<file path="src/rtl/bm_enc_ctrl.sv">
// Bitmatrix erasure-encode sequencer: fetches a bitmatrix block and a data packet per
// (parity, data) pair, feeds an external GF multiplier and XOR-accumulates each parity packet.
module bm_enc_ctrl #(
    parameter int K_MAX         = 128,
    parameter int K_MIN         = 2,
    parameter int M_MAX         = 128,
    parameter int M_MIN         = 2,
    parameter int W             = 4,
    parameter int PACKET_LENGTH = 2,
    localparam int PW = W * PACKET_LENGTH,
    localparam int KW = $clog2(K_MAX + 1),
    localparam int MW = $clog2(M_MAX + 1),
    localparam int KI = $clog2(K_MAX),
    localparam int MI = $clog2(M_MAX)
) (
    input  logic            clk,
    input  logic            rst_n,
    input  logic            start,
    input  logic [KW-1:0]   k_cfg,
    input  logic [MW-1:0]   m_cfg,
    output logic            busy,
    output logic            done,
    output logic            cfg_err,
    output logic            bm_rd_en,
    output logic [MI-1:0]   bm_rd_row,
    output logic [KI-1:0]   bm_rd_col,
    input  logic [W*W-1:0]  bm_rd_data,
    output logic            data_rd_en,
    output logic [KI-1:0]   data_rd_idx,
    input  logic [PW-1:0]   data_rd_data,
    output logic [W*W-1:0]  mul_cols,
    output logic [PW-1:0]   mul_pkt,
    input  logic [PW-1:0]   mul_product,
    output logic            par_valid,
    input  logic            par_ready,
    output logic [MI-1:0]   par_idx,
    output logic [PW-1:0]   par_data
);

    typedef enum logic [2:0] {
        S_IDLE  = 3'd0,
        S_FETCH = 3'd1,
        S_LOAD  = 3'd2,
        S_ACC   = 3'd3,
        S_OUT   = 3'd4,
        S_DONE  = 3'd5
    } state_t;

    state_t            state_q, state_d;
    logic [KW-1:0]     k_q;
    logic [MW-1:0]     m_q;
    logic [KI-1:0]     d_q;
    logic [MI-1:0]     p_q;
    logic [PW-1:0]     acc_q;
    logic [W*W-1:0]    cols_q;
    logic [PW-1:0]     pkt_q;
    logic              cfg_err_q;

    logic cfg_ok;
    logic d_last;
    logic p_last;
    logic handshake;

    assign cfg_ok = (k_cfg >= KW'(K_MIN)) && (k_cfg <= KW'(K_MAX)) &&
                    (m_cfg >= MW'(M_MIN)) && (m_cfg <= MW'(M_MAX));
    assign d_last    = (KW'(d_q) == (k_q - KW'(1)));
    assign p_last    = (MW'(p_q) == (m_q - MW'(1)));
    assign handshake = (state_q == S_OUT) && par_ready;

    always_ff @(posedge clk or negedge rst_n) begin
        if (!rst_n) begin
            state_q <= S_IDLE;
        end else begin
            state_q <= state_d;
        end
    end

    always_comb begin
        state_d = state_q;
        case (state_q)
            S_IDLE:  if (start && cfg_ok) state_d = S_FETCH;
            S_FETCH: state_d = S_LOAD;
            S_LOAD:  state_d = S_ACC;
            S_ACC:   state_d = d_last ? S_OUT : S_FETCH;
            S_OUT:   if (par_ready) state_d = p_last ? S_DONE : S_FETCH;
            S_DONE:  state_d = S_IDLE;
            default: state_d = S_IDLE;
        endcase
    end

    always_comb begin
        done        = 1'b0;
        bm_rd_en    = 1'b0;
        data_rd_en  = 1'b0;
        bm_rd_row   = '0;
        bm_rd_col   = '0;
        data_rd_idx = '0;
        par_valid   = 1'b0;
        par_idx     = '0;
        par_data    = '0;
        case (state_q)
            S_FETCH: begin
                bm_rd_en    = 1'b1;
                data_rd_en  = 1'b1;
                bm_rd_row   = p_q;
                bm_rd_col   = d_q;
                data_rd_idx = d_q;
            end
            S_OUT: begin
                par_valid = 1'b1;
                par_idx   = p_q;
                par_data  = acc_q;
            end
            S_DONE:  done = 1'b1;
            default: ;
        endcase
    end

    assign busy     = (state_q != S_IDLE);
    assign cfg_err  = cfg_err_q;
    assign mul_cols = cols_q;
    assign mul_pkt  = pkt_q;

    // Job counters, captured configuration and the multiply operand/accumulator registers
    always_ff @(posedge clk or negedge rst_n) begin
        if (!rst_n) begin
            k_q       <= '0;
            m_q       <= '0;
            d_q       <= '0;
            p_q       <= '0;
            acc_q     <= '0;
            cols_q    <= '0;
            pkt_q     <= '0;
            cfg_err_q <= 1'b0;
        end else begin
            cfg_err_q <= (state_q == S_IDLE) && start && !cfg_ok;
            case (state_q)
                S_IDLE: begin
                    if (start) begin
                        k_q <= k_cfg;
                        m_q <= m_cfg;
                        if (cfg_ok) begin
                            d_q   <= '0;
                            p_q   <= '0;
                            acc_q <= '0;
                        end
                    end
                end
                S_LOAD: begin
                    cols_q <= bm_rd_data;
                    pkt_q  <= data_rd_data;
                end
                S_ACC: begin
                    acc_q <= acc_q ^ mul_product;
                    d_q   <= d_last ? '0 : d_q + KI'(1);
                end
                S_OUT: begin
                    if (handshake) begin
                        acc_q <= '0;
                        if (!p_last) p_q <= p_q + MI'(1);
                    end
                end
                default: ;
            endcase
        end
    end

endmodule

</file>
<file path="config.mk">
export PLATFORM = sky130hd
export DESIGN_NAME = bm_enc_ctrl
export DESIGN_NICKNAME = d
export VERILOG_FILES = /design/src/rtl/bm_enc_ctrl.sv
export SDC_FILE = /design/constraint.sdc
export NUM_CORES = 1
export LEC_CHECK = 0
export CAP_MARGIN = 20
export CELL_PAD_IN_SITES_DETAIL_PLACEMENT = 1
export CELL_PAD_IN_SITES_GLOBAL_PLACEMENT = 1
export CORE_MARGIN = 3
export CORE_UTILIZATION = 28
export DETAILED_ROUTE_END_ITERATION = 10
export GPL_TIMING_DRIVEN = 0
export PLACE_DENSITY_LB_ADDON = 0.1
export SETUP_SLACK_MARGIN = 0.3
export SYNTH_ARGS = -nofsm -noshare
export SYNTH_HDL_FRONTEND = slang
export SYNTH_SLANG_ARGS = --single-unit
</file>
<file path="constraint.sdc">
create_clock -name clk -period 3.1 [get_ports clk]
set_input_delay 0.62 -clock clk [delete_from_list [all_inputs] [get_ports clk]]
set_output_delay 0.62 -clock clk [all_outputs]
set_load 0.02 [all_outputs]
</file>
* Word level (Yosys, flattened, before mapping) *
Index checks and enable logic that the tools add are counted.

cells by class
  add/sub/neg operators = 4
  $mul = 0
  divide/modulo/power cells = 0
  $lt $le $gt $ge = 4
  eq/ne operators = 13
  shifts and indexed selects = 0
  multiplexer cells = 23
  bitwise gates (word level) = 1
  reduce and logical (&&, ||, !) cells = 18

operators by type and width
  kind                   count
  $mux W7                8
  $mux W8                4
  $pmux W7 S2            2
  $pmux W8 S3            1
  $eq A7 B8 Y1           2
  $ge A8 B2 Y1 const B   2
  $le A8 B8 Y1 const B   2
  $sub A8 B1 Y8 const B  2
  $pmux W3 S5            1
  $add A7 B1 Y7 const B  2
  $mux W3                4
  $ne A2 B2 Y1 const B   6
  $xor A8 B8 Y8          1
  $logic_and A1 B1 Y1    7
  $eq A3 B2 Y1 const B   2
  $eq A3 B3 Y1 const B   2
  $reduce_bool A3 Y1     2
  $reduce_and A5 Y1      1
  $reduce_and A2 Y1      2
  $reduce_and A4 Y1      1
  $reduce_bool A2 Y1     2
  $eq A3 B1 Y1 const B   1
  $logic_not A3 Y1       1
  $mux W1                3
  2 further kinds        2

storage, ports and cells
  bits in registers = 66
  latch bits = 0
  RAM bits = 0
  ROM bits = 0
  output and inout bits = 66
  logic and storage cells = 72
  memories kept = 0

* Logic depth before layout (Yosys ltp) *
Gate-level depths: netlist (run 1).

  depth in word-level cells = 7
  mapped depth = 10

* Worst setup path after synthesis (run 1) *
No wires, ideal clock.

  path kind = register to output
  from = register state_q[0]
  to = output port data_rd_idx[3]
  arrival time = 1.804 ns
  data required time = 2.480 ns
  setup slack = 0.676 ns
  stages on the path, launching flop included = 6
  path buffers = 3
  cells stage by stage = dfrtp_1 > clkbuf_1 > nor3b_1 > clkbuf_1 > and2_1 > buf_4

between the ends
  word-level cells in the longest chain between the ends = 2

ends and longest elaborated chain
  item                    RTL line  source
  start, declared         49        state_t state_q, state_d;
  start signal, assigned  74        state_q <= state_d;
  $eq A3 B1 Y1            -
  $mux W7                 -
  end, declared           29        output logic [KI-1:0] data_rd_idx,

Every way passes these cells.

* Worst setup path in the final report (run 1) *
  from = register state_q[0]
  to = output port par_data[5]

between the ends
  word-level cells in the longest chain between the ends = 2

ends and longest elaborated chain
  item           RTL line  source
  $eq A3 B3 Y1   101       case (state_q)
  $mux W8        101
  end, declared  37        output logic [PW-1:0] par_data

Every way passes these cells.

==> results of run 1 <==
## path summary, 6_finish.rpt
path                             startpoint           to  slack, ns  cells after the start
worst min-delay path                  rst_n       k_q[6]       0.08                      1
worst min register to register  mul_cols[4]  mul_cols[4]       0.50                      1
max in group asynchronous             rst_n   mul_pkt[7]       2.50                      2
worst max register to register       k_q[0]       d_q[3]       0.67                      7
worst max-delay path             state_q[0]  par_data[5]       0.44                      6
min in group clk                mul_cols[4]  mul_cols[4]       0.50                      1
## area by class of cell
class                           count  area, µm²
Fill cell                        1378       6900
Multi-Input combinational cell    244       1800
Sequential cell                    66       1650
Timing Repair Buffer              120       1240
Clock buffer                        9        225
Tap cell                          168        210
Buffer                             23        143
Clock inverter                      7       46.3
Inverter                           12       45.0
## flip-flops by register name (all words and copies together) (netlist names)
signal	flops
m_q	8
k_q	8
state_q	3
d_q	7
mul_cols	16
p_q	7
acc_q	8
mul_pkt	8
cfg_err	1
## cell usage in the layout (no fill, tap or decap), types with 4 or more instances in the layout
master / n
dlygate4sd2_1: 11
nor2_1: 21
nor4_1: 4
xor2_1: 17
mux2_2: 35
a31oi_1: 4
dlymetal6s2s_1: 16
clkbuf_1: 9
inv_1: 12
mux2i_1: 7
o21ai_0: 10
clkbuf_16: 9
nand3_1: 10
buf_4: 11
xnor2_1: 12
dfrtp_1: 66
and2_1: 31
ha_1: 4
clkdlybuf4s50_1: 89
nand2_1: 32
## per-layer routing
metal	track usage (%)	vias to the layer above	part of all wire [%]
met5	0	-	0
met4	3.87	0	0.92
met3	7.55	7	8.5
met2	25.7	86	47
met1	17.3	1485	43
li1	-	1452	-
## repair_timing
action	4_1_cts	5_1_grt
hold buffers	0	0
buffers inserted	2	0
setup endpoints to repair	41	18
pin swaps	1	0
gates resized for setup	23	17
## power by group
group	switching [W]	internal (W)
registers	0.000357	0.00125
clock network	0.000397	0.000537
logic	0.00111	0.00117
## critical path: stages (launching register included)
cell,delay [ns]
dfrtp_1,0.36
clkbuf_2,0.17
nor3b_2,0.24
clkbuf_4,0.24
clkbuf_4,0.22
and2_1,0.15
dlygate4sd2_1,0.33
## per-stage QoR
step,hold slack (ns),util [%],worst slack (ns)
final,0.0835,43.7,0.436
after global routing,0.0690,43.7,0.306
after CTS,0.0695,43.4,0.265
after detailed placement,0.440,40.8,-0.336
after global placement,0.489,40.6,-1.14
after floorplan,0.324,-,0.676
## cell families (layout without fill, tap and decap cells)
| family | Yosys count | count (layout) | share of synthesized area, % |
|---|---|---|---|
| XOR/XNOR | 29 | 29 | 7.06 |
| flip-flops | 66 | 66 | 45.9 |
| multiplexers | 42 | 42 | 12.9 |
| adder cells (fa/ha/maj) | 5 | 5 | 1.67 |
| AND/OR/NAND/NOR | 131 | 131 | 20.2 |
| buffers and inverters | 35 | 171 | 4.70 |
| AO/OA/AOI/OAI | 37 | 37 | 7.58 |
==> summary.txt, run 1 <==
Power
  • Peak supply drop: 0.455 mV
  • Cell leakage power: 2.56 nW
  • Overall Power: 0.00481 W
  • PD cells: 897 mW/mm²

Placed design
  • DP HPWL: 7730 µm
  • Placed insts: 631
  • PortBufs: 117
  • Dpl cell area: 0.00500 mm²
  • Placer Congestion: 0.750

Drt
  • Detailed-route via count: 3030
  • Avg WL per Cell: 16.0 µm
  • Vias per cell: 4.67
  • Drc violations: 0
  • Final WL: 10400 µm
  • Initial DRC count: 110
  • DR pass1 iterations: 4
  • Routed Antenna Nets: 0

STA
  • Final Hold Violating Endpoints: 0
  • Fmax: 0.375 GHz
  • Max-slew violations: 0
  • Slew @ Worst Pin: 0.996 ns
  • Final setup TNS: 0 ns
  • Final period util: 86.0%
  • Setup Viol. Count Final: 0
  • Relative slew slack: 33.5%
  • Clock skew: 0.00466 ns
  • RSZ-0062 raised after global routing: no
  • Crit path time final: 2.66 ns

Clock network
  • H-tree levels: 3
  • Maximum buffer depth of the clock tree: 2
  • Clk root buf: clkbuf_16
  • TritonCTS clock tree: yes
  • CTS Sinks: 66
  • CTS clk-pin slew, worst paths: 0.06 ns
  • Clock buffer count from CTS: 9
  • Clock latency on the worst-skew pair: 0.34 ns

Yosys
  • Cell variety after synth: 53
  • Sequential area share after synthesis: 45.9%
  • Yosys reg bits: 66
  • Count leader, synth: dfrtp_1
  • Yosys top cell by area: dfrtp_1
  • Mapped Nets: 401
  • Synth Cell Area: 0.00360 mm²
  • Top post-synthesis cells by area: dfrtp_1 46%, mux2_2 11%, and2_1 5.4%
  • Synthesized netlist cell count: 345
  • Mean post-synth cell area: 10.4 µm²
  • Top cells by count, synth: 66 x dfrtp_1, 35 x mux2_2, 33 x nand2_1
  • Area share of the largest cell type after synthesis: 45.9%
  • Most used DFF post-synth: dfrtp_1
  • EDFF count, synth: 0
  • Ys async rst share: 100%
  • Synth warn: 0

Floorplan
  • I/O pin count: 118
  • Die width: 119 µm
  • Die height: 119 µm
  • Core ar.: 0.0123 mm²
  • Die area: 0.0142 mm²
  • Initial core utilization: 29.3%
  • Core Rows: 40

Critical path
  • Crit Path Max Fanout: 10
  • Crit Path Class: reg -> out
  • Type of origin of the critical path: flip-flop
  • CP endpoint kind: primary output
  • Worst EP arrival: 2.04 ns
  • Critical path data required time: 2.48 ns

Finish
  • Cell Count, Final, Fillers Out: 649
  • # diodes: 0
  • Nets: 532
  • Layout cells sized above 1: 17.3%
  • Post-route design area: 0.00536 mm²
  • Layout area overhead: 49.0%

Global routing
  • GRT overflow: 0
  • Tot GR Track Use: 15.3%
  • Initial antenna violation count: 0
  • Largest net degree at the start of global routing: 63
  • First-pass GRT wire length: 17100 µm
  • Vias in the first global route: 3325

Job
  • Number of max-cap violations: 0

Status
  • Status: finished clean

Hold path
  • Worst Hold Class: in -> async
Power figures use the tool's default switching activity.
==> run 2, diff against run 1 <==
--- a/config.mk
+++ b/config.mk
@@ -13,7 +13,7 @@
 export DETAILED_ROUTE_END_ITERATION = 10
 export GPL_TIMING_DRIVEN = 0
 export PLACE_DENSITY_LB_ADDON = 0.1
-export SETUP_SLACK_MARGIN = 0.3
+export SETUP_SLACK_MARGIN = 0.15
 export SYNTH_ARGS = -nofsm -noshare
 export SYNTH_HDL_FRONTEND = slang
 export SYNTH_SLANG_ARGS = --single-unit
==> summary.txt, run 2 (synthesized netlist as in run 1, its figures left out) <==
Status
  • Status: finished clean

Job
  • Number of max-cap violations: 0 (unchanged)

Global routing
  • GR peak layer: met2
  • GR Util met1: 17.4% (+0.030 points)
  • First-pass GRT wire length: 17100 µm (-0.16%)
  • Tot GR Track Use: 15.3% (about the same)
  • Grt met2 use: 25.6% (-0.071 points)
  • GRT overflow: 0 (unchanged)
  • Largest net degree at the start of global routing: 63 (unchanged)
  • Initial antenna violation count: 0 (unchanged)
  • Met3 GRT Util: 7.55% (unchanged)
  • Vias in the first global route: 3316 (-0.27%)

Placed design
  • Placed insts: 631 (unchanged)
  • Placer Congestion: 0.750 (unchanged)
  • PortBufs: 117 (unchanged)
  • DP HPWL: 7730 µm (unchanged)
  • Dpl cell area: 0.00500 mm² (unchanged)

STA
  • Crit path time final: 2.79 ns (+0.129 ns)
  • Setup Viol. Count Final: 0 (unchanged)
  • Fmax: 0.358 GHz (-4.6%)
  • Clock skew: 0.00461 ns (-0.0000447 ns)
  • Max-slew violations: 0 (unchanged)
  • Final period util: 90.1% (+4.2 points)
  • Slew @ Worst Pin: 0.996 ns (-0.00000530 ns)
  • Relative slew slack: 33.5% (about the same)
  • RSZ-0062 raised after global routing: no
  • Final Hold Violating Endpoints: 0 (unchanged)

Clock network
  • CTS hold repair buffers: 0 (unchanged)
  • Clock latency on the worst-skew pair: 0.34 ns (about the same)
  • CTS Sinks: 66 (unchanged)
  • H-tree levels: 3 (unchanged)
  • TritonCTS clock tree: yes
  • Clk root buf: clkbuf_16
  • Clock buffer count from CTS: 9 (unchanged)
  • Maximum buffer depth of the clock tree: 2 (unchanged)
  • CTS clk-pin slew, worst paths: 0.06 ns (about the same)

Drt
  • Final WL: 10400 µm (-0.16%)
  • Initial DRC count: 108 (-1.8%)
  • Avg WL per Cell: 16.0 µm (-0.16%)
  • DR pass1 iterations: 4 (unchanged)
  • Vias per cell: 4.66 (-0.26%)
  • Detailed-route via count: 3022 (-0.26%)
  • Drc violations: 0 (unchanged)
  • Routed Antenna Nets: 0 (unchanged)

Power
  • Peak supply drop: 0.455 mV (about the same)
  • Cell leakage power: 2.25 nW (-12%)
  • PD cells: 904 mW/mm² (+0.72%)

Floorplan
  • Initial core utilization: 29.3% (unchanged)
  • Core ar.: 0.0123 mm² (unchanged)
  • Die height: 119 µm (unchanged)
  • Core Rows: 40 (unchanged)
  • I/O pin count: 118 (unchanged)
  • Die area: 0.0142 mm² (unchanged)
  • Die width: 119 µm (unchanged)

Critical path
  • Max incr delay on CP: 0.62 ns (+0.26 ns)
  • Crit Path Max Fanout: 10 (unchanged)
  • Type of origin of the critical path: flip-flop
  • CP cell instances: clkbuf_2 -> nor3b_2 -> clkbuf_4 -> clkbuf_4 -> clkdlybuf4s50_1
  • Critical path data required time: 2.48 ns (about the same)
  • Worst R2R Setup Slack: 0.68 ns (about the same)
  • Crit-path most repeated cell: clkbuf_4
  • Worst EP arrival: 2.17 ns (+0.13 ns)
  • Crit Path Class: reg -> out
  • Worst-path cell with the longest stage delay: clkdlybuf4s50_1
  • CP endpoint kind: primary output

Finish
  • Cell Count, Final, Fillers Out: 649 (unchanged)
  • Layout cells sized above 1: 17.0% (-0.21 points)
  • Max reg flops: 16 (unchanged)
  • Most common cell after layout, fill and taps aside: clkdlybuf4s50_1
  • # diodes: 0 (unchanged)
  • Layout area overhead: 47.8%
  • Commonest non-fill, non-tap cells in the layout: 108 x clkdlybuf4s50_1, 66 x dfrtp_1, 35 x mux2_2, 33 x nand2_1, 31 x and2_1
  • Post-route design area: 0.00532 mm² (-0.84%)
  • Nets: 532 (unchanged)

Hold path
  • Worst Hold Class: in -> async
-- run 2: critical path, delay by kind of cell (launching register included) --
family	cells	cell delay [ns]
buffers and inverters	4	1.25
and+or+nand+nor	1	0.24
DFF	1	0.36
-- run 2: area by class of cell --
cell class,instances,area (µm²)
timing repair buffer,120,1200
inverter,12,45.0
sequential,66,1650
buffer,23,136
clock inverter,7,46.3
clock buffer,9,225
multi-input combinational,244,1800
tap,168,210
fill,1374,6950
-- run 2: timing repair --
item                                    in CTS  in global routing
endpoints found under the setup margin      39                  7
resized for setup                           18                  2
setup buffers                                2                  0
pin swaps                                    1                  0
-- run 2: per-layer routing --
layer  share of wire [%]  wire length, µm
met1                  43             4440
met2                  48             4930
met3                 8.5              885
met4                0.92               95
met5                   0                0
-- run 2: worst paths after layout --
kind	to	cells past startpoint	start
min in group clk	mul_cols[4]	1	mul_cols[4]
hold reg to reg	mul_cols[4]	1	mul_cols[4]
setup reg to reg	d_q[3]	7	k_q[0]
max in group asynchronous	mul_pkt[7]	2	rst_n
hold / removal	k_q[6]	1	rst_n
setup / recovery	par_valid	5	state_q[0]
-- run 2: where the power goes --
| group | switching [W] | total [W] | internal, W |
|---|---|---|---|
| Combinational | 0.00111 | 0.00227 | 0.00116 |
| Sequential | 0.000356 | 0.00160 | 0.00125 |
| Clock | 0.000396 | 0.000933 | 0.000537 |
-- run 2: metrics by stage --
stage               hold slack [ns]  utilization, %  worst slack [ns]  total power, W  TNS (ns)
finish                       0.0838            43.3             0.306         0.00480         0
floorplan                     0.324               -             0.676         0.00298         0
global placement              0.489            40.6             -1.14         0.00382    -79.59
detailed placement            0.440            40.8            -0.336         0.00389     -4.92
CTS                          0.0695            43.3             0.191         0.00490         0
global route                 0.0690            43.3             0.163         0.00518         0
